--- config.mk ---
export PLATFORM = sky130hd
export DESIGN_NAME = mips_memory_arbiter_flat
export DESIGN_NICKNAME = d
export VERILOG_FILES = /design/src/rtl/mips_memory_arbiter_pkg.sv /design/src/rtl/mips_memory_arbiter_if.sv /design/src/rtl/mips_memory_arbiter_rr_arbiter2.sv /design/src/rtl/mips_memory_arbiter.sv /design/src/flat_wrapper.sv
export SDC_FILE = /design/constraint.sdc
export NUM_CORES = 1
export LEC_CHECK = 0
export ABC_CLOCK_PERIOD_IN_PS = 6200
export CAP_MARGIN = 30
export CORE_ASPECT_RATIO = 0.75
export CORE_UTILIZATION = 42
export DETAILED_ROUTE_END_ITERATION = 10
export GPL_TIMING_DRIVEN = 1
export PLACE_DENSITY = 0.86
export SYNTH_ARGS = -nofsm -noshare
export SYNTH_HDL_FRONTEND = slang
export SYNTH_SLANG_ARGS = --single-unit
--- constraint.sdc ---
create_clock -name clk -period 6.2 [get_ports clk]
set_clock_uncertainty 0.15 [all_clocks]
set_input_delay 1.24 -clock clk [delete_from_list [all_inputs] [get_ports clk]]
set_output_delay 1.24 -clock clk [all_outputs]
set_load 0.05 [all_outputs]
--- src/rtl/mips_memory_arbiter_pkg.sv ---
// Shared types and constants for the mips_memory arbiter.
// Holds FSM state encoding, port indices and counter width.
package mips_mem_pkg;

   typedef enum logic [1:0] {
      IDLE   = 2'd0,
      ACCESS = 2'd1,
      RESP   = 2'd2
   } state_t;

   localparam logic PORT_IFETCH = 1'b0;
   localparam logic PORT_LSU    = 1'b1;

   localparam int CNT_W = 4;

endpackage

--- src/rtl/mips_memory_arbiter_if.sv ---
// Bundle of both requester handshakes and the memory-side bus.
// slave: arbiter view; master: datapath/memory view.
interface mips_memory_arbiter_if #(
   parameter int ADDR_W = 32,
   parameter int DATA_W = 32
);

   logic              req0;
   logic              we0;
   logic [ADDR_W-1:0] addr0;
   logic [DATA_W-1:0] wdata0;
   logic              ack0;
   logic [DATA_W-1:0] rdata0;

   logic              req1;
   logic              we1;
   logic [ADDR_W-1:0] addr1;
   logic [DATA_W-1:0] wdata1;
   logic              ack1;
   logic [DATA_W-1:0] rdata1;

   logic [ADDR_W-1:0] write_data_address;
   logic [DATA_W-1:0] write_data;
   logic [DATA_W-1:0] read_mem;
   logic              signal_mem_write;
   logic              signal_mem_read;

   modport slave (
      input  req0, we0, addr0, wdata0,
      input  req1, we1, addr1, wdata1,
      input  read_mem,
      output ack0, rdata0, ack1, rdata1,
      output write_data_address, write_data,
      output signal_mem_write, signal_mem_read
   );

   modport master (
      output req0, we0, addr0, wdata0,
      output req1, we1, addr1, wdata1,
      output read_mem,
      input  ack0, rdata0, ack1, rdata1,
      input  write_data_address, write_data,
      input  signal_mem_write, signal_mem_read
   );

endinterface

--- src/rtl/mips_memory_arbiter_rr_arbiter2.sv ---
// Two-way round-robin arbiter, purely combinational.
// Ports: i_req0/i_req1, i_last_grant -> o_grant_valid, o_grant_idx.
module rr_arbiter2
   import mips_mem_pkg::*;
(
   input  logic i_req0,
   input  logic i_req1,
   input  logic i_last_grant,
   output logic o_grant_valid,
   output logic o_grant_idx
);

   always_comb begin
      o_grant_valid = i_req0 | i_req1;
      o_grant_idx   = PORT_IFETCH;
      unique case (1'b1)
         (i_req0 && i_req1):  o_grant_idx = ~i_last_grant;
         (i_req1 && !i_req0): o_grant_idx = PORT_LSU;
         default:             o_grant_idx = PORT_IFETCH;
      endcase
   end

endmodule

--- src/rtl/mips_memory_arbiter.sv ---
// Shares single-ported mips_memory between ifetch (0) and LSU (1).
// Ports: clk, reset (async high), bus (slave view of the bundle).
module mips_memory_arbiter
   import mips_mem_pkg::*;
#(
   parameter int ADDR_W      = 32,
   parameter int DATA_W      = 32,
   parameter int MEM_LATENCY = 1
) (
   input  logic                  clk,
   input  logic                  reset,
   mips_memory_arbiter_if.slave  bus
);

   if (MEM_LATENCY < 1 || MEM_LATENCY > 15) begin : g_lat_chk
      $error("MEM_LATENCY must be within 1..15");
   end

   localparam logic [CNT_W-1:0] CNT_LOAD = CNT_W'(MEM_LATENCY - 1);

   state_t            r_state;
   logic              r_last_grant;
   logic              r_grant;
   logic              r_we;
   logic [CNT_W-1:0]  r_cnt;
   logic              r_ack0;
   logic              r_ack1;
   logic [DATA_W-1:0] r_rdata0;
   logic [DATA_W-1:0] r_rdata1;
   logic [ADDR_W-1:0] r_mem_addr;
   logic [DATA_W-1:0] r_mem_wdata;
   logic              r_mem_wr;
   logic              r_mem_rd;

   logic              w_gnt_valid;
   logic              w_gnt_idx;
   logic              w_sel_we;
   logic [ADDR_W-1:0] w_sel_addr;
   logic [DATA_W-1:0] w_sel_wdata;

   rr_arbiter2 u_arb (
      .i_req0        (bus.req0),
      .i_req1        (bus.req1),
      .i_last_grant  (r_last_grant),
      .o_grant_valid (w_gnt_valid),
      .o_grant_idx   (w_gnt_idx)
   );

   assign w_sel_we    = w_gnt_idx ? bus.we1    : bus.we0;
   assign w_sel_addr  = w_gnt_idx ? bus.addr1  : bus.addr0;
   assign w_sel_wdata = w_gnt_idx ? bus.wdata1 : bus.wdata0;

   // The memory address/data registers double as the request latch,
   // so they keep their last value while idle.
   always_ff @(posedge clk or posedge reset) begin
      if (reset) begin
         r_state      <= IDLE;
         r_last_grant <= PORT_LSU;
         r_grant      <= PORT_IFETCH;
         r_we         <= 1'b0;
         r_cnt        <= '0;
         r_ack0       <= 1'b0;
         r_ack1       <= 1'b0;
         r_rdata0     <= '0;
         r_rdata1     <= '0;
         r_mem_addr   <= '0;
         r_mem_wdata  <= '0;
         r_mem_wr     <= 1'b0;
         r_mem_rd     <= 1'b0;
      end else begin
         unique case (r_state)
            IDLE: begin
               r_ack0   <= 1'b0;
               r_ack1   <= 1'b0;
               r_mem_wr <= 1'b0;
               r_mem_rd <= 1'b0;
               if (w_gnt_valid) begin
                  r_grant      <= w_gnt_idx;
                  r_last_grant <= w_gnt_idx;
                  r_we         <= w_sel_we;
                  r_mem_addr   <= w_sel_addr;
                  r_mem_wdata  <= w_sel_wdata;
                  r_mem_wr     <= w_sel_we;
                  r_mem_rd     <= ~w_sel_we;
                  r_cnt        <= CNT_LOAD;
                  r_state      <= ACCESS;
               end
            end
            ACCESS: begin
               if (r_cnt == '0) begin
                  r_mem_wr <= 1'b0;
                  r_mem_rd <= 1'b0;
                  if (!r_we) begin
                     if (r_grant == PORT_LSU) r_rdata1 <= bus.read_mem;
                     else                     r_rdata0 <= bus.read_mem;
                  end
                  r_ack0  <= (r_grant == PORT_IFETCH);
                  r_ack1  <= (r_grant == PORT_LSU);
                  r_state <= RESP;
               end else begin
                  r_cnt <= r_cnt - 1'b1;
               end
            end
            RESP: begin
               r_ack0  <= 1'b0;
               r_ack1  <= 1'b0;
               r_state <= IDLE;
            end
            default: r_state <= IDLE;
         endcase
      end
   end

   assign bus.ack0               = r_ack0;
   assign bus.ack1               = r_ack1;
   assign bus.rdata0             = r_rdata0;
   assign bus.rdata1             = r_rdata1;
   assign bus.write_data_address = r_mem_addr;
   assign bus.write_data         = r_mem_wdata;
   assign bus.signal_mem_write   = r_mem_wr;
   assign bus.signal_mem_read    = r_mem_rd;

endmodule

--- src/flat_wrapper.sv ---
// flat-port wrapper written by rule: the top's interface ports become plain ports
module mips_memory_arbiter_flat import mips_mem_pkg::*;
#(
   parameter int ADDR_W      = 32,
   parameter int DATA_W      = 32,
   parameter int MEM_LATENCY = 1
)
  (clk, reset, bus_req0, bus_we0, bus_addr0, bus_wdata0, bus_req1, bus_we1, bus_addr1, bus_wdata1, bus_read_mem, bus_ack0, bus_rdata0, bus_ack1, bus_rdata1, bus_write_data_address, bus_write_data, bus_signal_mem_write, bus_signal_mem_read);
  mips_memory_arbiter_if #(.ADDR_W(ADDR_W), .DATA_W(DATA_W)) bus_i ();
  input  logic clk;
  input  logic reset;
  input wire logic [$bits(bus_i.req0)-1:0] bus_req0;
  input wire logic [$bits(bus_i.we0)-1:0] bus_we0;
  input wire logic [$bits(bus_i.addr0)-1:0] bus_addr0;
  input wire logic [$bits(bus_i.wdata0)-1:0] bus_wdata0;
  input wire logic [$bits(bus_i.req1)-1:0] bus_req1;
  input wire logic [$bits(bus_i.we1)-1:0] bus_we1;
  input wire logic [$bits(bus_i.addr1)-1:0] bus_addr1;
  input wire logic [$bits(bus_i.wdata1)-1:0] bus_wdata1;
  input wire logic [$bits(bus_i.read_mem)-1:0] bus_read_mem;
  output wire logic [$bits(bus_i.ack0)-1:0] bus_ack0;
  output wire logic [$bits(bus_i.rdata0)-1:0] bus_rdata0;
  output wire logic [$bits(bus_i.ack1)-1:0] bus_ack1;
  output wire logic [$bits(bus_i.rdata1)-1:0] bus_rdata1;
  output wire logic [$bits(bus_i.write_data_address)-1:0] bus_write_data_address;
  output wire logic [$bits(bus_i.write_data)-1:0] bus_write_data;
  output wire logic [$bits(bus_i.signal_mem_write)-1:0] bus_signal_mem_write;
  output wire logic [$bits(bus_i.signal_mem_read)-1:0] bus_signal_mem_read;
  assign bus_i.req0 = bus_req0;
  assign bus_i.we0 = bus_we0;
  assign bus_i.addr0 = bus_addr0;
  assign bus_i.wdata0 = bus_wdata0;
  assign bus_i.req1 = bus_req1;
  assign bus_i.we1 = bus_we1;
  assign bus_i.addr1 = bus_addr1;
  assign bus_i.wdata1 = bus_wdata1;
  assign bus_i.read_mem = bus_read_mem;
  assign bus_ack0 = bus_i.ack0;
  assign bus_rdata0 = bus_i.rdata0;
  assign bus_ack1 = bus_i.ack1;
  assign bus_rdata1 = bus_i.rdata1;
  assign bus_write_data_address = bus_i.write_data_address;
  assign bus_write_data = bus_i.write_data;
  assign bus_signal_mem_write = bus_i.signal_mem_write;
  assign bus_signal_mem_read = bus_i.signal_mem_read;
  mips_memory_arbiter #(.ADDR_W(ADDR_W), .DATA_W(DATA_W), .MEM_LATENCY(MEM_LATENCY)) u_core (.clk(clk), .reset(reset), .bus(bus_i));
endmodule
; Word-level counts from Yosys, hierarchy flattened
; Cells that the tools add are included.
[classes]
add_sub_neg = 1
n_mul = 0
div_mod_pow = 0
n_lt_le_gt_ge = 0
eq_ne = 5
shifts = 0
n_mux = 19
n_bitwise = 5
n_reduce_logical = 15
[op_table]
columns = cell, n
row1 = $mux W32, 2
row2 = $pmux W1 S2, 5
row3 = $mux W4, 2
row4 = $pmux W4 S2, 1
row5 = $reduce_and A2 Y1, 4
row6 = $reduce_and A4 Y1, 2
row7 = $mux W1, 6
row8 = $logic_not A4 Y1, 1
row9 = $mux W2, 2
row10 = $ne A2 B2 Y1 const B, 2
row11 = $not A1 Y1, 4
row12 = $pmux W2 S2, 1
row13 = $reduce_bool A2 Y1, 2
row14 = $sub A4 B1 Y4 const B, 1
row15 = $reduce_and A3 Y1, 1
row16 = $eq A2 B1 Y1 const B, 1
row17 = $eq A2 B2 Y1 const B, 1
row18 = $logic_and A1 B1 Y1, 2
row19 = $logic_not A2 Y1, 1
row20 = $ne A2 B1 Y1 const B, 1
row21 = $reduce_or A2 Y1, 1
row22 = $logic_not A1 Y1, 1
row23 = $or A1 B1 Y1, 1
[word_totals]
ff_bits = 141
latchBits = 0
mem_bits_rw = 0
rom_bits = 0
inputBits = 166
wordCells = 58
memories = 0

; Logic depth before layout (Yosys ltp)
[depth]
ltp_word = 7
mapped_depth = 7
ltp_nobuf = 5

; Cells and area by module
; A second synthesis with hierarchy kept.
[unflattened]
hier_cells = 477
area_unflattened_um2 = 6213.5
[modules_own_cells]
columns = module, instances, cells_per_inst, area_each_um2
row1 = mips_memory_arbiter, 1, 475, 6199.7
row2 = rr_arbiter2, 1, 2, 13.8

; Worst setup path before layout
; OpenSTA, ideal clock, no wires.
[synth_timing]
path_type = input-to-reg
startpoint = in bus_req1
endpoint = reg u_core.r_mem_addr[10] (netlist: u_core.bus.write_data_address[10])
setup_time_ps = 125
arrival_ps = 2693
t_required_ps = 5925
setup_slack_ps = 3232
cell_stages = 5
path_cell_list = a21bo_2 -> clkbuf_1 -> clkbuf_1 -> mux2_2 -> mux2_2
[synth_via]
elab_chain_cells = 3
elab_cells_between_ends = 6
[synth_rtl]
columns = item, line
row1 = start: declaration, flat_wrapper.sv:16  ; input wire logic [$bits(bus_i.req1)-1:0] bus_req1;
row2 = "$logic_and A1 B1 Y1, on equally long branches", "mips_memory_arbiter_rr_arbiter2.sv:18, mips_memory_arbiter_rr_arbiter2.sv:17"
row3 = $pmux W1 S2, mips_memory_arbiter_rr_arbiter2.sv:16  ; unique case (1'b1)
row4 = $mux W32, mips_memory_arbiter.sv:50  ; assign w_sel_addr = w_gnt_idx ? bus.addr1 : bus.addr0;
row5 = end signal: assignment, mips_memory_arbiter.sv:81  ; r_mem_addr <= w_sel_addr;
row6 = end: declaration, mips_memory_arbiter.sv:30  ; logic [ADDR_W-1:0] r_mem_addr;
; Parallel ways exist; a longest one is shown, timed or not.
; A chain may end at the register's enable or synchronous reset.

; Worst setup path after layout
[layout_timing]
startpoint = in bus_req0
endpoint = reg u_core.r_mem_addr[20] (netlist: u_core.bus.write_data_address[20])
[layout_via]
elab_chain_cells = 4
elab_cells_between_ends = 7
[layout_rtl]
columns = item, line
row1 = start: declaration, flat_wrapper.sv:12  ; input wire logic [$bits(bus_i.req0)-1:0] bus_req0;
row2 = $logic_not A1 Y1, mips_memory_arbiter_rr_arbiter2.sv:18  ; (i_req1 && !i_req0): o_grant_idx = PORT_LSU;
row3 = $logic_and A1 B1 Y1, mips_memory_arbiter_rr_arbiter2.sv:18
row4 = $pmux W1 S2, mips_memory_arbiter_rr_arbiter2.sv:16
row5 = $mux W32, mips_memory_arbiter.sv:50
; Parallel ways exist; a longest one is shown, timed or not.

==> summary.txt <==
Power
  • Max VDD drop: 0.3260 mV
  • Tot Pwr: around 6600 uW
  • Int Pwr: 3658 uW
  • Switching pwr: a little under 3000 uW
  • Seq pwr share: between 20% and 30%
  • Sw Ratio: 44.40%
  • Clk pwr share: 17.1%
  • Pleak: 0.004403 uW
  • Logic pwr share: 57.2%
  • PD cells: 645.1 nW/um2

Die
  • Row cnt: 38
  • Die area: ~16000 um2
  • Die Y: 109.3 um
  • Top Ports: 298
  • Core Box Area: 14740 um2
  • Die W: 145.0 um
  • Starting Density: a little over two fifths

Global route
  • Gr usage total: 22.03%
  • Largest net degree at the start of global routing: 101
  • GRT overflow: 0
  • Initial antenna violation count: 0
  • Global-route wire length before repair: 26940 um
  • Vias in the first global route: roughly 5000

Yosys
  • Yosys reg bits: 141
  • Yosys top cell by area: dfrtp_1
  • Share of the synthesized area in the top cell type: ~54%
  • Seq/Total Area, Yosys: 54.78%
  • Post-Syn Instances: 405
  • Mean Syn Cell Area: 15.91 um2
  • Yosys warning count: 0
  • Synth cell types: 37
  • Post-synth design cell area: about 6400 um2
  • Syn_nets: 573
  • Synth area leaders: dfrtp_1 (54%), mux2_2 (23%), mux2_4 (14%), buf_12 (1.9%), clkbuf_1 (0.52%)

Hold path
  • Hold Crit Class: reg -> reg
  • Hold Startpoint: u_core.bus.signal_mem_write$_DFFE_PP0P_

Layout
  • # diodes: 0
  • Final Util: 69.20%
  • Share of cells above drive strength 1: 33.33%
  • Most frequent cells in the layout: clkdlybuf4s50_1 (297), dfrtp_1 (140), mux2_2 (132)
  • Fillers: 1012
  • Area Overhead vs Synth: 58.29%
  • Post-Layout Cell Count: 917
  • FF/Latch Area: 3530 um2
  • Layout Nets: 872
  • Commonest non-fill, non-tap cell in the layout: clkdlybuf4s50_1
  • Footprint of the multi-input gates: 2693 um2

STA
  • Max-slew violations: 0
  • Min Tclk post-route: approximately 3.5 ns
  • Final Worst Setup Slack: around 2.7 ns
  • Rel. slew slack: a little over two fifths
  • Setup TNS: 0 ns
  • Worst slew pin tran: between 0.8 and 0.9 ns
  • RSZ-0062 raised after global routing: false
  • Fin. Hold Viols: 0
  • Fmax: 284.7 MHz
  • Setup-failing EPs final: 0
  • Final worst-path cycle share: 56.66%

Setup path
  • CP most frequent cell: mux2_2
  • Setup CP Type: in -> reg
  • CP max stage delay: 0.57 ns
  • Critical Path Start: bus_req0
  • Critical path data arrival time: between 3 and 4 ns
  • Slowest CP cell: buf_4
  • Critical Path Source Type: primary input
  • Worst path cell trace: clkdlybuf4s50_1 > a21bo_2 > buf_4 > mux2_2 > mux2_2
  • Worst r2r src: u_core.r_cnt[0]$_DFFE_PP0P_
  • Worst Path Required: around 6.3 ns
  • CP Max Fanout: 43
  • CP Capture Type: register

Clocking
  • CTS tree: built
  • CTS resizes: 0
  • # H-tree levels: 4
  • Clock Path Buffers: 2
  • Worst skew pair latency: 0.41 ns
  • CTS root buf: clkbuf_16
  • Hold buffer count at cts: 0
  • Cts bufs inserted: 17
  • CTS Sinks: 141
  • Clk slew on worst S/H paths: about 0.060 ns
  • Post-CTS Setup Bufs: 0

Route
  • Routed WL: 16940 um
  • Vias per cell: 4.887
  • Vias: about 4500
  • DR DRC count: 0
  • Post-route ant nets: 0
  • Drt initial violations: ~170
  • First-pass DRT Iterations: 5
  • Avg WL per Cell: roughly 18 um

Place
  • Dpl hpwl: 12500 um
  • GP Congestion: approximately 0.88
  • Placed Instances: 885
  • Dpl ws: 2.267 ns
  • Port Buf Inserts: approximately 300

Flow run
  • Max Cap Violations: 0

Status
  • Outcome: complete, no violations
-- routing by layer --
layer	GRT usage (%)	wire [um]	part of all wire (%)	vias up
met3	5.397	947	5.6	25
met5	0	0	0	-
met2	39.35	8838	52	179
met4	8.815	338	2.0	0
li1	-	-	-	2056
met1	25.74	6815	40	2221
-- sequential cells by signal (all words and copies together) (netlist names) --
name	count
u_core.bus.rdata1	32
u_core.bus.ack0	1
u_core.bus.write_data_address	32
u_core.r_last_grant	1
u_core.bus.signal_mem_read	1
u_core.bus.write_data	32
u_core.r_cnt	4
u_core.bus.rdata0	32
u_core.bus.signal_mem_write	1
u_core.bus.ack1	1
u_core.r_grant	1
u_core.r_state	2
u_core.r_we	1
-- power by group through the flow --
| stage | sequential [uW] | combinational [uW] | clock, uW |
|---|---|---|---|
| 4_1_cts | 1690 | 3790 | 1150 |
| 2_1_floorplan | 3200 | 1040 | 0 |
| 6_report | 1690 | 3760 | 1130 |
| 5_1_grt | 1750 | 3900 | 1190 |
| 3_3_place_gp | 1660 | 3700 | 0 |
| 3_5_place_dp | 1690 | 3780 | 0 |
-- cell families after synthesis --
family,Yosys count,synth area share [%]
adder cells (fa/ha/maj),2,0.3883
buffers and inverters,28,3.495
AO/OA/AOI/OAI,16,1.826
multiplexers,194,37.36
AND/OR/NAND/NOR,24,2.156
flip-flops,141,54.78
-- critical path: cells and delay by family --
family                 cells  cell delay, ns
buffers and inverters      2            1.13
AOI/OAI and AO/OA          1            0.54
muxes                      2            0.68
-- final timing paths --
path	slack, ns	cells past startpoint	endpoint
max	2.69	5	u_core.bus.write_data_address[20]$_DFFE_PP0P_
min	0.34	1	u_core.bus.signal_mem_write$_DFFE_PP0P_
max reg2reg	3.39	6	u_core.bus.rdata0[15]$_DFFE_PP0P_
min reg2reg	0.34	1	u_core.bus.signal_mem_write$_DFFE_PP0P_
max in group asynchronous	3.54	3	u_core.r_last_grant$_DFFE_PP1P_
min in group asynchronous	1.24	2	u_core.bus.rdata1[1]$_DFFE_PP0P_
-- through the flow --
stage                     hold WS (ns)  cell area (um2)
after floorplan                 0.3444             6444
after global placement          0.3274             9499
after detailed placement        0.3274             9539
after CTS                       0.3462            10200
after global routing            0.3718            10200
final                           0.3402            10200
-- cell usage after synthesis --
library cell / number
inv_1: 5
nand3_1: 3
o21ai_0: 4
o311ai_0: 1
buf_2: 6
nor4b_1: 2
mux2_4: 60
mux2_2: 132
dfrtp_1: 140
a211o_2: 1
nand2b_1: 1
nor4_1: 1
or4_1: 2
a221o_1: 1
or2_2: 1
o2bb2ai_1: 1
nor3_1: 2
o21a_1: 1
and3_1: 1
or3_2: 1
mux2i_1: 2
a31oi_1: 1
dfstp_2: 1
a21bo_2: 1
nor2_1: 4
o32ai_1: 1
buf_12: 6
a211o_1: 1
or3b_1: 1
nand2_1: 3
buf_6: 2
clkbuf_1: 9
and2_1: 1
a22o_1: 1
ha_1: 2
nor3b_1: 1
a21oi_1: 2
-- area by class of cell --
type / count / area share (%)
Sequential cell: 141 / 34.60
Tap cell: 200 / 2.453
Timing Repair Buffer: 303 / 29.83
Clock inverter: 15 / 2.306
Multi-Input combinational cell: 236 / 26.40
Clock buffer: 17 / 4.171
Inverter: 5 / 0.2331
No activity file was read; power rests on OpenSTA's default activity.
